[src/rtl/lut_k_cfg.sv]
// K-input look-up table with a serially loaded, double-buffered truth table.
// Config bits fill a shadow register; the active table is swapped in only when a full 2**K-bit frame is received.
module lut_k_cfg #(
  parameter int                   K       = 4,
  parameter logic [(1<<K)-1:0]    INIT    = '0,
  parameter bit                   REG_OUT = 1'b0
) (
  input  logic         clk,
  input  logic         rst,
  input  logic         cfg_en,
  input  logic         cfg_sin,
  input  logic         cfg_abort,
  output logic         cfg_sout,
  output logic         cfg_busy,
  output logic         cfg_done,
  input  logic [K-1:0] sel,
  output logic         z
);

  localparam int         D    = 1 << K;
  localparam logic [K:0] LAST = (K+1)'(D - 1);

  typedef enum logic {IDLE, SHIFT} state_t;

  state_t         state_q, state_d;
  logic [K:0]     cnt_q, cnt_d;
  logic [D-1:0]   shadow_q;
  logic [D-1:0]   lut_q;
  logic           done_q;
  logic           commit;
  logic           shift_ok;

  // An abort always wins over a simultaneous shift, so the bit is dropped.
  assign shift_ok = cfg_en && !cfg_abort;

  // NOTE: every always_comb output gets a default first, so no path can infer a latch.
  always_comb begin
    state_d = state_q;
    cnt_d   = cnt_q;
    commit  = 1'b0;
    if (cfg_abort) begin
      state_d = IDLE;
      cnt_d   = '0;
    end else if (cfg_en) begin
      unique case (state_q)
        IDLE: begin
          cnt_d   = (K+1)'(1);
          state_d = SHIFT;
        end
        SHIFT: begin
          if (cnt_q == LAST) begin
            commit  = 1'b1;
            cnt_d   = '0;
            state_d = IDLE;
          end else begin
            cnt_d = cnt_q + (K+1)'(1);
          end
        end
        default: begin
          state_d = IDLE;
          cnt_d   = '0;
        end
      endcase
    end
  end

  // NOTE: state is updated with non-blocking assignments so every register samples pre-edge values.
  always_ff @(posedge clk) begin
    if (rst) begin
      state_q  <= IDLE;
      cnt_q    <= '0;
      shadow_q <= '0;
      lut_q    <= INIT;
      done_q   <= 1'b0;
    end else begin
      state_q <= state_d;
      cnt_q   <= cnt_d;
      done_q  <= commit;
      if (shift_ok) begin
        shadow_q <= {shadow_q[D-2:0], cfg_sin};
      end
      // The completing bit is taken straight from cfg_sin so the swap lands on the last edge.
      if (commit) begin
        lut_q <= {shadow_q[D-2:0], cfg_sin};
      end
    end
  end

  assign cfg_sout = shadow_q[D-1];
  assign cfg_busy = (state_q == SHIFT);
  assign cfg_done = done_q;

  generate
    if (REG_OUT) begin : g_reg_out
      logic z_q;
      always_ff @(posedge clk) begin
        if (rst) begin
          z_q <= 1'b0;
        end else begin
          z_q <= lut_q[sel];
        end
      end
      assign z = z_q;
    end else begin : g_comb_out
      assign z = lut_q[sel];
    end
  endgenerate

endmodule

[config.mk]
export PLATFORM = sky130hd
export DESIGN_NAME = lut_k_cfg
export DESIGN_NICKNAME = d
export VERILOG_FILES = /design/src/rtl/lut_k_cfg.sv
export SDC_FILE = /design/constraint.sdc
export NUM_CORES = 1
export LEC_CHECK = 0
export CAP_MARGIN = 20
export CORE_ASPECT_RATIO = 2
export CORE_MARGIN = 8
export CORE_UTILIZATION = 45
export DETAILED_ROUTE_END_ITERATION = 7
export PLACE_DENSITY = 0.66
export SKIP_LAST_GASP = 1
export SLEW_MARGIN = 20
export SYNTH_ARGS = -nofsm -noshare
export SYNTH_HDL_FRONTEND = slang
export SYNTH_SLANG_ARGS = --single-unit
[constraint.sdc]
create_clock -name clk -period 1.8 [get_ports clk]
set_clock_uncertainty 0.2 [all_clocks]
set_input_delay 0.54 -clock clk [delete_from_list [all_inputs] [get_ports clk]]
set_output_delay 0.54 -clock clk [all_outputs]
set_load 0.02 [all_outputs]
==> key figures, run 1 <==
Floorplanning
  – Die Span Y: a little over 100 um
  – Core Area: 3760 um^2
  – IO Count: 13
  – Die span in x: 59.8 um
  – Initial Util: around 46%
  – Rows: 32
  – Area of the die: ~6200 um^2

Routing
  – Vias per Instance: ~5.5
  – Highest Signal Layer: met4
  – # DRC: 0
  – Antenna-violating nets left: 0
  – Metal-1 WL: 1.61 mm
  – DR pass1 iterations: 4
  – Met2 WL: roughly 1.7 mm
  – DR iter-0 viols: 31
  – WL met3: around 130 um
  – WL per Instance: 13.5 um
  – Routed via count: between 1000 and 1500
  – Drt total wl: approximately 3.5 mm

Timing
  – Worst-margin pin slew: between 0.4 and 0.5 ns
  – Worst setup margin: -0.485 ns
  – F_max: around 440 MHz
  – Final worst path period need: 2.29 ns
  – Max-slew violations: 0
  – Final setup vio count: 1
  – Final hold vios: 0
  – Share of the clock period used by the worst path: 127%
  – Slew HR: a little under three quarters
  – RSZ-0062 raised after global routing: yes

Logic synthesis
  – Ys async rst share: 0%
  – Top cell type's share of synthesized area: 45.2%
  – Dominant cell type by area after synthesis: dfxtp_1
  – #FFs+latches synth: 39
  – Cells after Synth: about 190
  – Synth area leaders: dfxtp_1 (45%), a21oi_1 (9.9%), nand2_1 (7.2%)
  – Cell variety after synth: 32
  – Synth Cell Area: around 1700 um^2
  – Syn. warnings: 0
  – Synthesized area per cell: around 9 um^2
  – Most common cell in the synthesized netlist: dfxtp_1
  – Top FF cell, synth: dfxtp_1
  – Seq/Total Area, Yosys: between 40% and 50%
  – Synthesized Nets: around 200
  – Post-synth EDFFs: 0
  – Synth top cells by count: dfxtp_1 (39), a21oi_1 (34), nand2_1 (33)

Global routing
  – Number of global-route vias before repair: around 1400
  – Initial antenna violation count: 0
  – Total track usage: 12.7%
  – GR Overflow Total: 0
  – Largest net degree at the start of global routing: 33
  – First-pass GRT wire length: approximately 6.2 mm

Clocking
  – Reg clk slew, reported paths: 0.07 ns
  – Clk sinks: 39
  – H-tree levels: 2
  – Post-CTS Setup Repair Bufs: 0
  – CTS Buf Count: 5
  – TritonCTS clock tree: yes
  – Root buf cell: clkbuf_8
  – Bufs on Longest Clock Path: 2
  – Worst-skew pair later-pin latency: between 0.2 and 0.3 ns

Finish
  – Fraction of layout cells with a size suffix above 1: between 20% and 30%
  – # diodes: 0
  – Final net count: about 220
  – Area Overhead vs Synth: 23.4%
  – Fin area: ~2100 um^2

Flow run
  – Max cap viols: 0

Outcome
  – Outcome: complete, but fails checks
  – Failing checks: setup timing

Placement
  – Dpl ws: -1.45 ns
  – IO buf count: 12
  – Post-DP HPWL: 2.50 mm
  – Routability cong.: roughly 0.78
  – Placed cell areas: just under 2000 um^2

Setup path
  – Worst setup path class: in -> out
  – FF-to-FF End: lut_q[2]
  – Crit. End Element: output port
  – Worst r2r path cells: 5
  – Crit start category: input port
  – Reg2reg start: cnt_q[1]
  – Worst Path Required: approximately 1.1 ns
  – Critical path fanouts, max: 4
  – Arrival time at the worst endpoint: about 1.6 ns
  – R2r setup slk: between 0.15 and 0.2 ns

Min path
  – Worst hold start: shadow_q[15]
  – Worst min-delay path class: reg -> reg
  – Hold path depth: 2
  – Hold endpoint: shadow_q[15]

Power
  – Worst-case vdd ir drop: a little under 600 uV
  – Leakage power: around 0.7 nW
  – PD cells: about 770 nW/um^2
[layout by cell type, fill, tap and decap left out, types with 2 or more instances in the layout]
cell type	netlist	layout
o31ai_1	16	8
nand2_1	33	33
o31ai_2	0	8
nor2b_1	2	2
a21oi_1	34	32
dfxtp_1	39	39
mux2i_1	3	2
buf_12	0	5
a21oi_2	0	2
clkbuf_8	0	7
nor3_1	2	2
buf_4	4	11
nor2_1	3	3
nand4_1	16	16
clkinvlp_4	0	2
clkdlybuf4s50_1	0	5
dlygate4sd2_1	0	3
mux4_2	4	4
nand2b_1	3	3
[worst max-delay path: stages]
cell,delay (ns)
buf_12,0.09
mux4_2,0.48
mux2i_1,0.18
mux2i_2,0.09
buf_4,0.16
[cells by family after synthesis]
kind of cell | after synthesis | share of synthesized area (%)
flops | 39 | 45.2
simple gates | 69 | 20.4
mux | 7 | 6.96
compound gates | 56 | 19.7
buf+inv | 22 | 6.96
fa+ha+maj | 1 | 0.725
[state kept, by name (all words and copies together) (netlist names)]
register and flops:
cfg_busy 1, cfg_done 1, shadow_q 16, lut_q 16
cnt_q 5
[through the flow]
| stage | std cells | utilization, % | TNS [ns] | power, mW | hold WS (ns) |
|---|---|---|---|---|---|
| after floorplan | 194 | - | -0.247 | 0.953 | 0.240 |
| after global placement | 252 | 52.2 | -10.17 | 1.00 | 0.250 |
| after detailed placement | 252 | 52.2 | -10.93 | 1.00 | 0.256 |
| after CTS | 260 | 54.9 | -0.501 | 1.66 | 0.268 |
| after global routing | 260 | 56.6 | -0.554 | 1.70 | 0.295 |
| final | 260 | 56.6 | -0.485 | 1.64 | 0.259 |
[metal layers]
layer	vias to the layer above	global-route usage, %
li1	729	-
met1	660	15.7
met2	21	18.6
met3	7	3.35
met4	0	7.75
met5	-	0
[worst max-delay path by stage]
stage          startpoint  to
2_1_floorplan      sel[0]   z
3_3_place_gp       sel[0]   z
3_5_place_dp       sel[0]   z
4_1_cts            sel[0]   z
5_1_grt            sel[0]   z
6_report           sel[0]   z
[power breakdown]
part	switching [mW]	internal [mW]
registers	0.00240	0.866
logic	0.0660	0.0544
clock network	0.301	0.348
[cell type report]
type	count	area [um^2]
Tap cell	51	63.8
Clock inverter	1	7.51
Timing Repair Buffer	27	288
Fill cell	376	1630
Inverter	2	11.3
Sequential cell	39	781
Multi-Input combinational cell	133	883
Clock buffer	7	96.3
[timing repair]
item | CTS | global route
pin swaps | 0 | 2
hold buffers | 0 | 0
setup endpoints to repair | 4 | 29
gates resized for setup | 17 | 17
Note: power is estimated with default switching activity, not from simulation.
==> run 2: changes to the inputs <==
--- a/config.mk
+++ b/config.mk
@@ -5,7 +5,7 @@
 export SDC_FILE = /design/constraint.sdc
 export NUM_CORES = 1
 export LEC_CHECK = 0
-export CAP_MARGIN = 20
+export CAP_MARGIN = 30
 export CORE_ASPECT_RATIO = 2
 export CORE_MARGIN = 8
 export CORE_UTILIZATION = 45
==> results of run 2 <==
The final DEF is identical to that of run 1; final timing and power are the same.
